[src/rtl/y86_pkg.sv]
// Shared Y86-64 encodings: instruction codes, special register IDs and
// processor status values used by the decode/writeback slice.
package y86_pkg;

    // Instruction codes
    localparam logic [3:0] IHALT   = 4'h0;
    localparam logic [3:0] INOP    = 4'h1;
    localparam logic [3:0] IRRMOVQ = 4'h2;
    localparam logic [3:0] IIRMOVQ = 4'h3;
    localparam logic [3:0] IRMMOVQ = 4'h4;
    localparam logic [3:0] IMRMOVQ = 4'h5;
    localparam logic [3:0] IOPQ    = 4'h6;
    localparam logic [3:0] IJXX    = 4'h7;
    localparam logic [3:0] ICALL   = 4'h8;
    localparam logic [3:0] IRET    = 4'h9;
    localparam logic [3:0] IPUSHQ  = 4'hA;
    localparam logic [3:0] IPOPQ   = 4'hB;

    // Register IDs with special meaning
    localparam logic [3:0] RRSP  = 4'h4;
    localparam logic [3:0] RNONE = 4'hF;

    // Processor status
    typedef enum logic [1:0] {
        SAOK = 2'b00,
        SHLT = 2'b01,
        SADR = 2'b10,
        SINS = 2'b11
    } stat_e;

endpackage

[src/rtl/regfile_2r2w.sv]
// Register file with two combinational read ports and two write ports
// (E and M). When both write ports target the same register, port M wins.
// Reading an ID outside the implemented range (e.g. 4'hF) returns zero.
module regfile_2r2w #(
    parameter int WIDTH = 64,
    parameter int NREGS = 15,
    parameter int AW    = 4
) (
    input  logic             clk,
    input  logic             rst_n,
    input  logic [AW-1:0]    i_rd_addr_a,
    output logic [WIDTH-1:0] o_rd_data_a,
    input  logic [AW-1:0]    i_rd_addr_b,
    output logic [WIDTH-1:0] o_rd_data_b,
    input  logic             i_we_e,
    input  logic [AW-1:0]    i_wr_addr_e,
    input  logic [WIDTH-1:0] i_wr_data_e,
    input  logic             i_we_m,
    input  logic [AW-1:0]    i_wr_addr_m,
    input  logic [WIDTH-1:0] i_wr_data_m
);

    localparam logic [AW-1:0] LAST_ID = AW'(NREGS - 1);

    logic [WIDTH-1:0] r_regs [NREGS];

    // Combinational read ports; unimplemented IDs read as zero
    always_comb begin
        o_rd_data_a = '0;
        o_rd_data_b = '0;
        if (i_rd_addr_a <= LAST_ID) o_rd_data_a = r_regs[i_rd_addr_a];
        if (i_rd_addr_b <= LAST_ID) o_rd_data_b = r_regs[i_rd_addr_b];
    end

    // Register storage: async clear, port M has priority over port E
    always_ff @(posedge clk or negedge rst_n) begin
        if (!rst_n) begin
            for (int i = 0; i < NREGS; i++) r_regs[i] <= '0;
        end else begin
            for (int i = 0; i < NREGS; i++) begin
                if (i_we_m && (i_wr_addr_m == AW'(i)))
                    r_regs[i] <= i_wr_data_m;
                else if (i_we_e && (i_wr_addr_e == AW'(i)))
                    r_regs[i] <= i_wr_data_e;
            end
        end
    end

endmodule

[src/rtl/decode_writeback.sv]
// Y86-64 SEQ decode/writeback stage: register ID selection, register file,
// sticky processor status and retired-instruction counter.
// Optional macro DECODE_WB_BYPASS_EN forwards the pending valM/valE onto
// valA/valB when the read source matches a register being committed.
module decode_writeback
    import y86_pkg::*;
#(
    parameter int WIDTH = 64,
    parameter int NREGS = 15,
    parameter int CNT_W = 32
) (
    input  logic             clk,
    input  logic             rst_n,
    input  logic             instr_valid,
    input  logic [3:0]       icode,
    input  logic [3:0]       ra,
    input  logic [3:0]       rb,
    input  logic             cnd,
    input  logic [WIDTH-1:0] valE,
    input  logic [WIDTH-1:0] valM,
    input  logic             mem_err,
    input  logic             instruct_err,
    output logic [WIDTH-1:0] valA,
    output logic [WIDTH-1:0] valB,
    output logic [1:0]       stat,
    output logic             halted,
    output logic [CNT_W-1:0] retired
);

    stat_e            r_stat;
    logic [CNT_W-1:0] r_retired;

    logic [3:0]       w_src_a;
    logic [3:0]       w_src_b;
    logic [3:0]       w_dst_e;
    logic [3:0]       w_dst_m;
    logic             w_commit;
    logic             w_wr;
    logic             w_we_e;
    logic             w_we_m;
    logic [WIDTH-1:0] w_rd_a;
    logic [WIDTH-1:0] w_rd_b;

    // Register ID selection from icode and operand fields
    always_comb begin
        w_src_a = RNONE;
        w_src_b = RNONE;
        w_dst_e = RNONE;
        w_dst_m = RNONE;
        case (icode)
            IRRMOVQ, IRMMOVQ, IOPQ, IPUSHQ: w_src_a = ra;
            IRET, IPOPQ:                    w_src_a = RRSP;
            default:                        w_src_a = RNONE;
        endcase
        case (icode)
            IRMMOVQ, IMRMOVQ, IOPQ:         w_src_b = rb;
            ICALL, IRET, IPUSHQ, IPOPQ:     w_src_b = RRSP;
            default:                        w_src_b = RNONE;
        endcase
        case (icode)
            IIRMOVQ, IOPQ:                  w_dst_e = rb;
            IRRMOVQ:                        w_dst_e = cnd ? rb : RNONE;
            ICALL, IRET, IPUSHQ, IPOPQ:     w_dst_e = RRSP;
            default:                        w_dst_e = RNONE;
        endcase
        case (icode)
            IMRMOVQ, IPOPQ:                 w_dst_m = ra;
            default:                        w_dst_m = RNONE;
        endcase
    end

    // A commit is only considered while the processor is still running;
    // an error or halt takes the status path and suppresses all writes.
    assign w_commit = instr_valid && (r_stat == SAOK);
    assign w_wr     = w_commit && !instruct_err && !mem_err && (icode != IHALT);
    assign w_we_e   = w_wr && (w_dst_e != RNONE);
    assign w_we_m   = w_wr && (w_dst_m != RNONE);

    regfile_2r2w #(
        .WIDTH (WIDTH),
        .NREGS (NREGS),
        .AW    (4)
    ) u_regfile (
        .clk         (clk),
        .rst_n       (rst_n),
        .i_rd_addr_a (w_src_a),
        .o_rd_data_a (w_rd_a),
        .i_rd_addr_b (w_src_b),
        .o_rd_data_b (w_rd_b),
        .i_we_e      (w_we_e),
        .i_wr_addr_e (w_dst_e),
        .i_wr_data_e (valE),
        .i_we_m      (w_we_m),
        .i_wr_addr_m (w_dst_m),
        .i_wr_data_m (valM)
    );

`ifdef DECODE_WB_BYPASS_EN
    // Read ports with forwarding of the value being committed this cycle
    always_comb begin
        valA = w_rd_a;
        valB = w_rd_b;
        if (w_we_m && (w_src_a == w_dst_m))      valA = valM;
        else if (w_we_e && (w_src_a == w_dst_e)) valA = valE;
        if (w_we_m && (w_src_b == w_dst_m))      valB = valM;
        else if (w_we_e && (w_src_b == w_dst_e)) valB = valE;
    end
`else
    // Read ports return stored values; writes become visible next cycle
    always_comb begin
        valA = w_rd_a;
        valB = w_rd_b;
    end
`endif

    // Sticky status: first fault or halt seen while running is latched
    always_ff @(posedge clk or negedge rst_n) begin
        if (!rst_n) begin
            r_stat <= SAOK;
        end else if (w_commit) begin
            if (instruct_err)        r_stat <= SINS;
            else if (mem_err)        r_stat <= SADR;
            else if (icode == IHALT) r_stat <= SHLT;
        end
    end

    // Retired-instruction counter, wraps naturally at 2^CNT_W
    always_ff @(posedge clk or negedge rst_n) begin
        if (!rst_n) begin
            r_retired <= '0;
        end else if (w_wr) begin
            r_retired <= r_retired + CNT_W'(1);
        end
    end

    assign stat    = r_stat;
    assign halted  = (r_stat != SAOK);
    assign retired = r_retired;

endmodule

[config.mk]
export PLATFORM = sky130hd
export DESIGN_NAME = decode_writeback
export DESIGN_NICKNAME = d
export VERILOG_FILES = /design/src/rtl/y86_pkg.sv /design/src/rtl/regfile_2r2w.sv /design/src/rtl/decode_writeback.sv
export SDC_FILE = /design/constraint.sdc
export NUM_CORES = 2
export LEC_CHECK = 0
export CAP_MARGIN = 30
export CORE_ASPECT_RATIO = 0.6
export CORE_MARGIN = 5
export CORE_UTILIZATION = 61
export CTS_BUF_LIST = sky130_fd_sc_hd__clkbuf_4 sky130_fd_sc_hd__clkbuf_8 sky130_fd_sc_hd__clkbuf_16
export CTS_CLUSTER_DIAMETER = 200
export DETAILED_ROUTE_END_ITERATION = 7
export PLACE_DENSITY = 0.78
export SLEW_MARGIN = 20
export SYNTH_ARGS = -nofsm -noshare
export SYNTH_HDL_FRONTEND = slang
export SYNTH_HIERARCHICAL = 1
export SYNTH_SLANG_ARGS = --single-unit
[constraint.sdc]
create_clock -name clk -period 5.3 [get_ports clk]
set_input_delay 1.06 -clock clk [delete_from_list [all_inputs] [get_ports clk]]
set_output_delay 1.06 -clock clk [all_outputs]
set_load 0.1 [all_outputs]
Yosys cells after proc, flatten, opt, wreduce, memory -nomap -nowiden
Cells that the tools add are included.
{"block": "word_totals", "reg_bits": 994, "latchBits": 0, "ram_bits": 0, "mem_bits_ro": 0, "in_bits": 146, "out_inout_bits": 163, "elab_cells": 176, "memories": 0}
{"block": "op_classes", "addsub": 1, "multipliers": 0, "n_div": 0, "n_lt_le_gt_ge": 4, "eq_ne": 39, "n_shift": 0, "muxes": 46, "n_bitwise": 2, "reduce_logical": 67}
{"operator": "$mux 64", "count": 36}
{"operator": "$bmux 64 s4", "count": 2}
{"operator": "$eq 4x4->1 const B", "count": 18}
{"operator": "$eq 4x3->1 const B", "count": 11}
{"operator": "$logic_and 1x1->1", "count": 36}
{"operator": "$add 32x1->32 const B", "count": 1}
{"operator": "$reduce_bool 2->1", "count": 16}
{"operator": "$eq 4x2->1 const B", "count": 6}
{"operator": "$pmux 4 s2", "count": 2}
{"operator": "$logic_not 4->1", "count": 3}
{"operator": "$pmux 4 s3", "count": 1}
{"operator": "$ge 5x5->1 const B", "count": 2}
{"operator": "$not 4->5", "count": 2}
{"operator": "$eq 4x1->1 const B", "count": 2}
{"operator": "$le 4x4->1 const B", "count": 2}
{"operator": "$mux 4", "count": 2}
{"operator": "$ne 4x4->1 const B", "count": 2}
{"operator": "$reduce_or 4->1", "count": 2}
{"operator": "$mux 2", "count": 3}
{"operator": "$reduce_or 2->1", "count": 3}
{"operator": "$reduce_bool 4->1", "count": 1}
{"operator": "$reduce_bool 3->1", "count": 1}
{"operator": "$reduce_or 3->1", "count": 1}
{"operator": "$logic_not 1->1", "count": 2}
{"operator": "2 further kinds", "count": 2}

Longest topological paths before layout
{"block": "depth", "ltp_word": 9, "ltp_mapped": 13, "ltp_nobuf": 8}

Modules after synthesis
The synthesis kept the hierarchy.
{"module": "regfile_2r2w", "instances": 1, "cells_per_inst": 5956, "area_each_um2": 60136.4, "seq_area_each_um2": 24023.0}
{"module": "decode_writeback", "instances": 1, "cells_per_inst": 199, "area_each_um2": 1966.9, "seq_area_each_um2": 850.8}

Least setup slack after synthesis
No wires, ideal clock.
{"block": "synth_timing", "path_kind": "input port to output port", "from": "in icode[0]", "to": "out valA[10]", "arrival_time_ps": 4482, "t_required_ps": 4240, "path_slack_ps": -242, "path_stages": 13, "path_buffers": 6, "path_cell_list": "clkbuf_1 -> o21ai_0 -> nand2_1 -> o32a_1 -> buf_2 -> buf_4 -> buf_6 -> buf_4 -> buf_4 -> mux2i_1 -> o22ai_1 -> a21oi_1 -> a21oi_1"}
{"block": "synth_via", "elab_chain_len": 8, "elab_cells_between_ends": 15, "classes_between": "order compare: 1; eq/ne: 6; mux: 5; bitwise: 1; reduce/logical: 2"}
{"item": "start, declared", "line_no": "decode_writeback.sv:15", "rtl": "input logic [3:0] icode,"}
{"item": "$eq 4x4->1, or another cell as far along", "line_no": "decode_writeback.sv:50", "rtl": "case (icode)"}
{"item": "$reduce_or 4->1 or $reduce_or 2->1 (tied branches)", "line_no": "decode_writeback.sv:50"}
{"item": "$pmux 4 s2 (*)", "line_no": "decode_writeback.sv:50"}
{"item": "net w_src_a[0]", "line_no": "decode_writeback.sv:33", "rtl": "logic [3:0] w_src_a;"}
{"item": "$not 4->5 (implied by the code)", "line_no": "regfile_2r2w.sv:31", "rtl": "if (i_rd_addr_a <= LAST_ID) o_rd_data_a = r_regs[i_rd_addr_a];"}
{"item": "$bmux 64 s4", "line_no": "regfile_2r2w.sv:31"}
{"item": "$mux 64 (implied by the code) (2 in a row)", "line_no": "regfile_2r2w.sv:31"}
{"item": "$mux 64 (*)", "line_no": "regfile_2r2w.sv:31"}
{"item": "end, declared", "line_no": "decode_writeback.sv:23", "rtl": "output logic [WIDTH-1:0] valA,"}
Mark *: on every way through the listed nets, which the timed path passes. The rest lies on a longest branch. The select of a mux whose other input is x is not followed.

Final worst setup path
{"block": "layout_timing", "from": "in icode[2]", "to": "out valB[39]"}
{"block": "layout_via", "elab_chain_len": 8, "elab_cells_between_ends": 16, "classes_between": "order compare: 1; eq/ne: 7; mux: 5; bitwise: 1; reduce/logical: 2"}
{"item": "$eq 4x4->1 or $eq 4x3->1 (tied branches)", "line_no": "decode_writeback.sv:55", "rtl": "case (icode)"}
{"item": "$reduce_or 4->1 or $reduce_or 3->1 (tied branches)", "line_no": "decode_writeback.sv:55"}
{"item": "$pmux 4 s2 (*)", "line_no": "decode_writeback.sv:55"}
{"item": "net w_src_b[0]", "line_no": "decode_writeback.sv:34", "rtl": "logic [3:0] w_src_b;"}
{"item": "$not 4->5 (implied by the code)", "line_no": "regfile_2r2w.sv:32", "rtl": "if (i_rd_addr_b <= LAST_ID) o_rd_data_b = r_regs[i_rd_addr_b];"}
{"item": "$bmux 64 s4", "line_no": "regfile_2r2w.sv:32"}
{"item": "$mux 64 (implied by the code) (2 in a row)", "line_no": "regfile_2r2w.sv:32"}
{"item": "$mux 64 (*)", "line_no": "regfile_2r2w.sv:32"}
{"item": "end, declared", "line_no": "decode_writeback.sv:24", "rtl": "output logic [WIDTH-1:0] valB,"}
Marked as above.

==> results.md <==
- Status: finished clean
- Synth Cell Area: around 0.062 mm^2
- Critical path startpoint category: input pin
- Die Y: roughly 260 um
- Initial antenna violation count: 22
- Worst-Margin Slew: ~1.0 ns
- Max_slew headroom: 0.301
- I/O Pins: just over 300
- DP Area: between 0.06 and 0.07 mm^2
- Starting Density: 0.616
- DR vias: between 50000 and 60000
- First DRT Iteration DRCs: 8192
- Final wirelength: between 200000 and 250000 um
- DRT Pass-1 Iters: 6
- CTS H-tree depth: 3
- Mapped Avg Cell Area: around 10 um^2
- Hold Crit Class: in -> async
- RSZ-0062 raised after global routing: false
- Final Slew Violations: 0
- Total power: about 19 mW
- RD Place Congestion: 0.880
- CP endpoint kind: output port
- Vias/cell: between 7 and 8
- Root buffer cell: clkbuf_16
- Final Cycle Share: 0.979
- Placed cells: roughly 7300
- Clock skew: roughly 0.024 ns
- Die area: 0.109 mm^2
- Nets@finish: ~6200
- Worst Hold Slack: between 0.4 and 0.5 ns
- Pwr/cell area: 265 mW/mm^2
- Global-route wire length before repair: about 330000 um
- Layout cells sized above 1: 0.154
- FF+latch count, synth: just under 1000
- Seq/Total Area, Yosys: 0.401
- CP max stage delay: approximately 0.58 ns
- Cell Count, Final, Fillers Out: ~7500
- Antenna Nets Post-Route: 0
- Distinct cells, synth: 54
- Area grow syn2layout: 15.8%
- Asr flop ratio synth: 1.00
- Port Buffers: 308
- Total track usage: 0.397
- DRC viols: 0
- Lkg Pwr: ~33 nW
- CTS tree: done
- Synthesized Nets: 6302
- Core ar.: 0.101 mm^2
- Placed wire-length estimate: ~130000 um
- Max Clock Freq: ~190 MHz
- Synth Flop Type: dfrtp_1
- CTS buffer count: between 90 and 100
- Crit-path slowest cell: mux4_2
- Worst-path clk slew: 0.06 ns
- Clock Path Buffers: 3
- Period minus WS final: 5.19 ns
- Cell area after layout: about 0.072 mm^2
- Wire per inst: 29.6 um
- CP required: between 4 and 5 ns
- CP arrival: about 4.1 ns
- Syn. warnings: 6
- Largest net degree at the start of global routing: 120
- Final Hold Fails: 0
- Hold Buf Count CTS: 0
- Site Rows: 90
- Final Setup Violations: 0
- Die width: 422 um
- Sum Neg Setup Slack: 0 ns
- EDFF count, synth: 0
- Max-cap violations: 0
- Post-Syn Instances: just over 6000
- Grt total ovfl: 0
- Vias in the first global route: roughly 52000
- Critical path peak fanout: between 60 and 70
- Peak VDD IR: just under 0.0003 V
- CP Cell Sequence: clkdlybuf4s50_1, nor2b_2, nand2_1, o21a_4, buf_16, mux4_2, mux2_2, o211a_1, buf_12
- Clock Sinks: a little under 1000
- Skew-Pair Late Insertion Delay: ~0.7 ns
- Crit Path Category: in -> out
-- repair_timing --
item / CTS / global route
buffers inserted: 0 / 6
resized for setup: 0 / 12
endpoints found under the setup margin: 0 / 39
-- cell type report --
class,instances,area [um^2]
fill,7062,28900
timing repair buffer,504,7230
antenna,17,42.5
inverter,10,37.5
tap,1334,1670
multi-input combinational,4487,34700
sequential,994,24900
clock inverter,41,529
clock buffer,129,2820
-- worst paths after layout --
check	start	to	slack [ns]	depth (start not counted)
min reg2reg	retired[31]$_DFFE_PN0P_	retired[31]$_DFFE_PN0P_	0.48	1
max in group asynchronous	rst_n	u_regfile/r_regs[312]$_DFFE_PN0P_	3.57	2
min	rst_n	u_regfile/r_regs[725]$_DFFE_PN0P_	0.40	1
max	icode[2]	valB[39]	0.11	9
min in group clk	retired[31]$_DFFE_PN0P_	retired[31]$_DFFE_PN0P_	0.48	1
max reg2reg	stat[1]$_DFFE_PN0P_	u_regfile/r_regs[382]$_DFFE_PN0P_	1.45	8
-- kinds of logic (layout without fill, tap and decap cells) --
kind of cell    after synthesis  after routing  synth area share
buf+inv                     674            684            0.0482
mux                        1663           1663             0.321
xor+xnor                     31             31           0.00437
compound gates             1554           1554             0.137
flops                       994            994             0.401
fa+ha+maj                     1              1          0.000201
other cells                   0             17                 0
simple gates               1238           1238            0.0883
-- cell usage after synthesis, types with 10 or more instances --
cell type / number / area share
o21ai_0: 157 / 0.013
xor2_1: 18 / 0.0025
mux2_2: 63 / 0.011
mux2i_1: 1343 / 0.22
o211a_1: 63 / 0.010
buf_2: 155 / 0.012
a21oi_1: 772 / 0.062
a22oi_1: 63 / 0.0076
buf_4: 44 / 0.0053
dfrtp_1: 994 / 0.40
buf_6: 14 / 0.0025
nor2_1: 586 / 0.035
nor2b_1: 70 / 0.0071
nand3_1: 15 / 0.0012
nand3b_1: 66 / 0.0080
inv_1: 10 / 0.00060
o22ai_1: 64 / 0.0064
nand2_1: 413 / 0.025
mux4_2: 257 / 0.093
clkbuf_1: 411 / 0.025
a211oi_1: 65 / 0.0079
xnor2_1: 13 / 0.0018
buf_1: 40 / 0.0024
o21ai_1: 360 / 0.029
-- layout by cell type (no fill, tap or decap), types with 7 or more instances in the layout --
cell | Yosys | final
diode_2 | 0 | 17
nand2b_1 | 9 | 7
a21oi_2 | 0 | 65
o21ai_1 | 360 | 360
mux2i_1 | 1343 | 1343
clkdlybuf4s50_1 | 0 | 178
mux4_2 | 257 | 257
a21oi_1 | 772 | 707
buf_12 | 0 | 229
o211a_1 | 63 | 59
xor2_1 | 18 | 18
nand3_1 | 15 | 12
buf_4 | 44 | 88
clkbuf_4 | 0 | 13
nand3b_1 | 66 | 66
nand2_1 | 413 | 407
a211oi_1 | 65 | 64
nor2b_1 | 70 | 68
dfrtp_1 | 994 | 994
clkbuf_8 | 0 | 16
a22oi_1 | 63 | 63
o22ai_1 | 64 | 64
clkinv_2 | 0 | 24
o21ai_0 | 157 | 156
bufinv_16 | 0 | 12
nor2_1 | 586 | 586
mux2_2 | 63 | 63
nor2_4 | 8 | 8
xnor2_1 | 13 | 13
nor3_1 | 7 | 7
inv_1 | 10 | 10
nand4_1 | 8 | 8
clkbuf_16 | 0 | 101
-- stage by stage --
stage	utilization	setup WS [ns]
2_1_floorplan	-	0.369
3_3_place_gp	0.678	0.0413
3_5_place_dp	0.678	0.0409
4_1_cts	0.711	0.0351
5_1_grt	0.713	0.0492
6_report	0.713	0.112
-- worst max-delay path: cells and delay by family --
kind,cells,cell delay [ns]
buf+inv,3,1.05
compound gates,2,0.68
mux,2,0.85
simple gates,2,0.37
-- routing by layer --
metal  wire, um  track usage  part of all wire
met3      32300        0.136              0.15
met5        125            0           0.00056
met1      85000        0.552              0.38
met2      94300        0.567              0.42
met4      10600        0.176             0.048
-- power by group --
part / internal [mW] / total, mW / switching [mW]
sequential: 7.81 / 8.02 / 0.210
combinational: 1.25 / 3.52 / 2.27
clock: 4.31 / 7.49 / 3.18
-- state kept, by name, indices dropped and copies added, names as in the netlist --
| name | count |
|---|---|
| retired | 32 |
| stat | 2 |
| u_regfile/r_regs | 960 |
Power figures use the tool's default switching activity.
